[config.mk]
export PLATFORM = sky130hd
export DESIGN_NAME = f_prefetch_queue
export DESIGN_NICKNAME = d
export VERILOG_FILES = /design/src/rtl/f_prefetch_queue.sv
export SDC_FILE = /design/constraint.sdc
export NUM_CORES = 1
export LEC_CHECK = 0
export CELL_PAD_IN_SITES_DETAIL_PLACEMENT = 0
export CELL_PAD_IN_SITES_GLOBAL_PLACEMENT = 1
export CORE_MARGIN = 10
export CORE_UTILIZATION = 50
export CTS_BUF_LIST = sky130_fd_sc_hd__clkbuf_8
export CTS_CLUSTER_SIZE = 16
export DETAILED_ROUTE_END_ITERATION = 8
export PLACE_DENSITY_LB_ADDON = 0.08
export SLEW_MARGIN = 5
export SYNTH_ARGS = -nofsm -noshare
export SYNTH_HDL_FRONTEND = slang
export SYNTH_SLANG_ARGS = --single-unit
[constraint.sdc]
create_clock -name clock -period 5.9 [get_ports clock]
set_input_delay 0.885 -clock clock [delete_from_list [all_inputs] [get_ports clock]]
set_output_delay 0.885 -clock clock [all_outputs]
set_load 0.02 [all_outputs]
[src/rtl/f_prefetch_queue.sv]
`timescale 1ns/1ps
`default_nettype none
// f_prefetch_queue: runs ahead of decode issuing sequential fetches, buffers returned
// words in order, and flushes/squashes everything on a branch redirect.
module f_prefetch_queue #(
    parameter int              XLEN     = 32,
    parameter int              ILEN     = 32,
    parameter int              QDEPTH   = 4,
    parameter logic [XLEN-1:0] RESET_PC = '0
) (
    input  logic                        clock,
    input  logic                        reset_n,
    output logic                        imem_req_valid,
    input  logic                        imem_req_ready,
    output logic [XLEN-1:0]             imem_req_addr,
    input  logic                        imem_rsp_valid,
    input  logic [ILEN-1:0]             imem_rsp_data,
    input  logic                        br_en,
    input  logic [XLEN-1:0]             br_addr,
    output logic                        fd_valid,
    input  logic                        fd_ready,
    output logic [XLEN-1:0]             fd_pc,
    output logic [ILEN-1:0]             fd_instr,
    output logic [$clog2(QDEPTH):0]     occupancy
);
    localparam int              AW         = $clog2(QDEPTH);
    localparam int              CW         = AW + 1;
    localparam logic [CW:0]     QDEPTH_SUM = (CW+1)'(QDEPTH);

    logic [XLEN-1:0] pc_req_reg, pc_req_next;
    logic [XLEN-1:0] pc_rsp_reg, pc_rsp_next;
    logic [CW-1:0]   count_reg, count_next;
    logic [CW-1:0]   outstanding_reg, outstanding_next;
    logic [CW-1:0]   drop_reg, drop_next;
    logic [AW-1:0]   head_reg, head_next;
    logic [AW-1:0]   tail_reg, tail_next;

    logic [XLEN-1:0] pc_mem    [QDEPTH];
    logic [ILEN-1:0] instr_mem [QDEPTH];

    logic            req_fire;
    logic            pop;
    logic            push;
    logic [CW:0]     credit_sum;
    logic [QDEPTH-1:0] wr_en;

    // Every slot is either queued or reserved by an in-flight request, so a
    // response can never find the queue full.
    assign credit_sum     = {1'b0, count_reg} + {1'b0, outstanding_reg};
    assign imem_req_valid = reset_n && !br_en && (credit_sum < QDEPTH_SUM);
    assign imem_req_addr  = pc_req_reg;
    assign req_fire       = imem_req_valid && imem_req_ready;

    assign fd_valid  = (count_reg != '0) && !br_en;
    assign fd_pc     = pc_mem[head_reg];
    assign fd_instr  = instr_mem[head_reg];
    assign occupancy = count_reg;
    assign pop       = fd_valid && fd_ready;

    always_comb begin
        pc_req_next      = pc_req_reg;
        pc_rsp_next      = pc_rsp_reg;
        count_next       = count_reg;
        drop_next        = drop_reg;
        head_next        = head_reg;
        tail_next        = tail_reg;
        push             = 1'b0;
        outstanding_next = outstanding_reg + CW'(req_fire) - CW'(imem_rsp_valid);
        if (br_en) begin
            // Whatever is still in flight after this cycle's response belongs to the old path.
            pc_req_next = br_addr;
            pc_rsp_next = br_addr;
            count_next  = '0;
            head_next   = '0;
            tail_next   = '0;
            drop_next   = outstanding_next;
        end else begin
            if (req_fire) begin
                pc_req_next = pc_req_reg + XLEN'(4);
            end
            if (imem_rsp_valid) begin
                if (drop_reg != '0) begin
                    drop_next = drop_reg - CW'(1);
                end else begin
                    push        = 1'b1;
                    tail_next   = tail_reg + AW'(1);
                    pc_rsp_next = pc_rsp_reg + XLEN'(4);
                end
            end
            if (pop) begin
                head_next = head_reg + AW'(1);
            end
            count_next = count_reg + CW'(push) - CW'(pop);
        end
    end

    always_ff @(posedge clock or negedge reset_n) begin
        if (!reset_n) begin
            pc_req_reg      <= RESET_PC;
            pc_rsp_reg      <= RESET_PC;
            count_reg       <= '0;
            outstanding_reg <= '0;
            drop_reg        <= '0;
            head_reg        <= '0;
            tail_reg        <= '0;
        end else begin
            pc_req_reg      <= pc_req_next;
            pc_rsp_reg      <= pc_rsp_next;
            count_reg       <= count_next;
            outstanding_reg <= outstanding_next;
            drop_reg        <= drop_next;
            head_reg        <= head_next;
            tail_reg        <= tail_next;
        end
    end

    genvar gi;
    generate
        for (gi = 0; gi < QDEPTH; gi++) begin : g_wr_en
            assign wr_en[gi] = push && (tail_reg == AW'(gi));
        end
    endgenerate

    // Queue payload carries no reset; count_reg alone decides what is valid.
    always_ff @(posedge clock) begin
        for (int i = 0; i < QDEPTH; i++) begin
            if (wr_en[i]) begin
                pc_mem[i]    <= pc_rsp_reg;
                instr_mem[i] <= imem_rsp_data;
            end
        end
    end

    a_rsp_needs_outstanding: assert property (
        @(posedge clock) disable iff (!reset_n) imem_rsp_valid |-> (outstanding_reg != '0));
    a_br_addr_aligned: assert property (
        @(posedge clock) disable iff (!reset_n) br_en |-> (br_addr[1:0] == 2'b00));

endmodule
`default_nettype wire

; ---- Word level (Yosys, flattened, before mapping)
; Memories as Yosys holds them, arrays and structs flattened.
; Index checks and enable logic that the tools add are counted.
[word_totals]
regBits = 77
mem_bits_rw = 256
mem_count = 2
[classes]
reduce_logical = 25
addsub = 10
magnitude_cmp = 1
mux = 44
eq_ne = 4
[memory_table]
columns = name, words, word_bits, rd, rd_ports_with_merged_regs, write_ports, line_no
row1 = instr_mem, 4, 32, 1, 0, 1, 39  ; logic [ILEN-1:0] instr_mem [QDEPTH];
row2 = pc_mem, 4, 32, 1, 0, 1, 38  ; logic [XLEN-1:0] pc_mem [QDEPTH];
[op_table]
columns = cell, n
row1 = $mux W32, 11
row2 = $reduce_or A32 Y1, 6
row3 = $add A32 B3 Y32 const B, 2
row4 = $mux W2, 11
row5 = $mux W1, 18
row6 = $mux W3, 4
row7 = $logic_and A1 B1 Y1, 9
row8 = $reduce_bool A2 Y1, 4
row9 = $add A3 B1 Y3, 2
row10 = $reduce_bool A3 Y1, 2
row11 = $sub A3 B1 Y3, 2
row12 = $add A2 B1 Y2 const B, 2
row13 = $add A3 B3 Y4, 1
row14 = $eq A2 B2 Y1 const B, 2
row15 = $lt A4 B3 Y1 const B, 1
row16 = $reduce_and A2 Y1, 2
row17 = $sub A3 B1 Y3 const B, 1
row18 = $eq A2 B1 Y1 const B, 1
row19 = $logic_not A2 Y1, 1
row20 = $ne A2 B2 Y1 const B, 1
row21 = $logic_not A1 Y1, 1

; ---- Depth between registers and ports, before layout
[depth]
depth_word = 12
mapped_depth = 14
depth_no_buf = 12

; ---- Worst setup path after synthesis
; Ideal clock, no wire load.
[synth_timing]
kind = input -> register
start = input port br_en
end = memory instr_mem[0][0] (enable)
slack_ps = 2496
arrival_time_ps = 2975
path_buffers = 2
setup_ps = 429
cell_stages = 4
cell_sequence = clkbuf_1 clkbuf_1 nor2_1 and2_1
[synth_lines]
columns = item, line_no
row1 = from (decl), 18  ; input logic br_en,
row2 = $mux W1, 69  ; if (br_en) begin
row3 = $logic_and A1 B1 Y1, 120  ; assign wr_en[gi] = push && (tail_reg == AW'(gi));
row4 = named net wr_en[0], 45  ; logic [QDEPTH-1:0] wr_en;
row5 = $mux W1, 127  ; if (wr_en[i]) begin
row6 = $mux W1 (not written as such), 129  ; instr_mem[i] <= imem_rsp_data;
row7 = $mux W1 (no source line) (3 in a row), -
row8 = to (decl), 39
; The timed path passes the listed nets, and every way through them passes these cells.

; ---- Worst setup path in the final report
[layout_timing]
start = register head_reg[0]
end = output port fd_instr[18]
[layout_via]
elab_chain_cells = 1
[layout_rtl]
columns = item, line_no
row1 = from (decl), 35  ; logic [AW-1:0] head_reg, head_next;
row2 = from (signal assigned), 112  ; head_reg <= head_next;
row3 = $mem_v2 Z4 W32, -
row4 = to (decl), 23  ; output logic [ILEN-1:0] fd_instr,
; No other way between the ends.

==> metrics.csv <==
stage,metric,value,unit
logic_synthesis,synthTopCellsByArea,"edfxtp_1 57%, dfrtp_1 14%, mux4_2 11%, xor2_1 1.8%, nand2_1 1.7%",
logic_synthesis,syn_inst,811,
placed_design,hpwl,19.00,mm
floorplan,core_area,0.02680,mm^2
floorplan,ioPinCount,171,
floorplan,start_util,50.54,%
logic_synthesis,ys_warn_count,0,
clock_network,cts_tree,built,
routing,drtPass1Iterations,5,
global_routing,grt_pass1_vias,8471,
floorplan,die_h,184.6,um
layout,area_growth_syn_to_layout,22.43,%
setup_path,r2r_cells,12,
clock_network,cts-htree-levels,2,
global_routing,grt_start_max_net_pins,65,
clock_network,cts_setup_buffers,0,
setup_path,cp.required,5020,ps
outcome,status,finished clean,
global_routing,grt.total_usage,17.82,%
logic_synthesis,synth.top_cells.by_count,"256 x edfxtp_1, 77 x dfrtp_1, 64 x mux4_2",
setup_path,criticalPathCategory,flop to output port,
logic_synthesis,yosysMostFrequentCell,edfxtp_1,
timing,finalSetupViolCount,0,
power,p_per_area,368.6,mW/mm^2
timing,slew_violations,0,
timing,rsz0062_at_grt,false,
logic_synthesis,synth_top_cell_area_share,56.75,%
setup_path,r2r_slack,2140,ps
power,ir_drop,173.5,uV
layout,antennaDiodeCount,0,
layout,drive_gt1_share,14.93,%
clock_network,clkSinkCount,333,
flow_run,max_cap_viol_count,0,
timing,finalHoldViolations,0,
layout,fin_util,61.88,%
timing,min_period,4175,ps
global_routing,overflow,0,
clock_network,cts_root_buf,clkbuf_8,
logic_synthesis,ys_ff_latch,333,
timing,fmax,239.5,MHz
timing,fin_crit_sh,70.75,%
clock_network,clock_latency,580,ps
placed_design,io_buffers,170,
logic_synthesis,synth_flop_cell,edfxtp_1,
layout,reg_top3,"instr_mem x128, pc_mem x128",
floorplan,dieArea,0.03408,mm^2
routing,routed_wirelength,29.95,mm
logic_synthesis,syn_area_per_cell,16.70,um^2
timing,holdWs,262.1,ps
routing,wl_per_cell,21.61,um
worst_hold_path,hold_path.class,input port to async pin,
timing,tns,0,ps
logic_synthesis,synth.largest_area_cell,edfxtp_1,
logic_synthesis,synth_edf_count,256,
setup_path,startpoint_type,flop,
timing,finClkSkew,21.59,ps
clock_network,clockBufferDepth,3,
setup_path,cp_max_fo,54,
timing,worst_slew_pin_slew,1119,ps
global_routing,grt_pass1_wl,47.62,mm
placed_design,place_congestion,0.8858,
layout,final_nets,1089,
global_routing,antenna_found_initial,0,
clock_network,ctsHoldBuffers,0,
power,finalPower,6.112,mW
setup_path,critPathArrivalTime,3290,ps
logic_synthesis,synthArstFlopShare,23.12,%
clock_network,numCtsBuffers,54,
routing,drt_iter0_drc,592,
timing,maxSlewHeadroom,25.11,%
logic_synthesis,syn_area,0.01355,mm^2
setup_path,endpoint_kind,output port,
routing,ant_nets,0,
floorplan,fp.dieW,184.6,um
logic_synthesis,synthDistinctLibCells,49,
routing,drc,0,
setup_path,r2r-end,drop_reg[2]$_DFFE_PN0P_,
setup_path,reg2reg_from,occupancy[2]$_DFF_PN0_,
routing,vias_per_cell,5.714,
logic_synthesis,synth_nets,897,
routing,via_count,7919,
floorplan,std_cell_rows,60,
power,leakagePower,5.670,nW
clock_network,post_cts_resize_count,0,
clock_network,clk_pin_slew,60,ps
logic_synthesis,yosysSeqAreaShare,70.98,%
[power by group]
group | switching [mW] | internal (mW) | total (mW)
Combinational | 0.609 | 0.672 | 1.28
Clock | 0.881 | 1.04 | 1.92
Sequential | 0.216 | 2.69 | 2.91
[final cells by class]
type                            count  area (um^2)
Fill cell                        1972        10220
Sequential cell                   333         9619
Multi-Input combinational cell    420         3691
Timing Repair Buffer              175         1732
Clock buffer                       55        757.0
Tap cell                          341        426.7
Clock inverter                     43        286.5
Inverter                           19        71.32
[worst max path at each step]
| stage | cells past startpoint | slack (ps) | startpoint | to |
|---|---|---|---|---|
| global route | 3 | 1440 | head_reg[0]$_DFFE_PN0P_ | fd_instr[18] |
| finish | 3 | 1730 | head_reg[0]$_DFFE_PN0P_ | fd_instr[18] |
| CTS | 3 | 1580 | head_reg[0]$_DFFE_PN0P_ | fd_instr[18] |
| detailed placement | 12 | 1430 | reset_n | drop_reg[2]$_DFFE_PN0P_ |
| floorplan | 4 | 2500 | br_en | instr_mem[0][0]$_DFFE_PP_ |
| global placement | 12 | 1580 | reset_n | drop_reg[2]$_DFFE_PN0P_ |
[placed cells by master, fill, tap and decap left out, drive strengths merged, types with 2 or more instances in the layout]
| master | n |
|---|---|
| or3 | 3 |
| o211ai | 12 |
| nor2 | 26 |
| and2 | 11 |
| xor2 | 28 |
| buf | 7 |
| edfxtp | 256 |
| fa | 2 |
| xnor2 | 11 |
| and3 | 10 |
| o311ai | 5 |
| inv | 32 |
| mux4 | 64 |
| a31oi | 4 |
| o21a | 2 |
| dfrtp | 77 |
| nand3b | 2 |
| mux2 | 4 |
| a21boi | 3 |
| mux2i | 3 |
| and4 | 3 |
| a21oi | 5 |
| nor4 | 3 |
| clkdlybuf4s50 | 168 |
| bufinv | 4 |
| o21ai | 46 |
| clkinv | 25 |
| nand3 | 37 |
| nor2b | 2 |
| clkbuf | 55 |
| or4 | 6 |
| nand4b | 2 |
| nand2b | 3 |
| o31a | 5 |
| ha | 14 |
| nor3 | 8 |
| nand4 | 29 |
| a41oi | 2 |
| nand2 | 60 |
[worst max-delay path, cell delays in order (launching register included)]
cell             delay (ps)
dfrtp_4                1100
buf_4                   440
mux4_2                  560
clkdlybuf4s50_1         560
[cells by family (layout without fill, tap and decap cells)]
logic type               after synthesis  count (layout)  synth area share (%)
flip-flops                           333             333                 70.98
AND/OR/NAND/NOR                      208             208                 7.972
AO/OA/AOI/OAI                         86              86                 3.898
multiplexers                          71              71                 11.20
buffers and inverters                 58             292                 1.847
XOR/XNOR                              39              39                 2.522
adder cells (fa/ha/maj)               16              16                 1.589
[stage by stage]
stage          setup slack (ps)  cell area [um^2]  cells
6_report                   1725             16580   1386
5_1_grt                    1436             16580   1386
4_1_cts                    1579             16580   1386
3_5_place_dp               1431             15540   1288
3_3_place_gp               1580             15540   1288
2_1_floorplan              2496             13550    811
[metal layers]
| metal | GRT usage (%) | part of all wire, % |
|---|---|---|
| met5 | 0 | 0 |
| met4 | 4.458 | 1.6 |
| met3 | 5.277 | 8.3 |
| met2 | 27.61 | 47 |
| met1 | 24.20 | 43 |
Note: power is estimated with default switching activity, not from simulation.
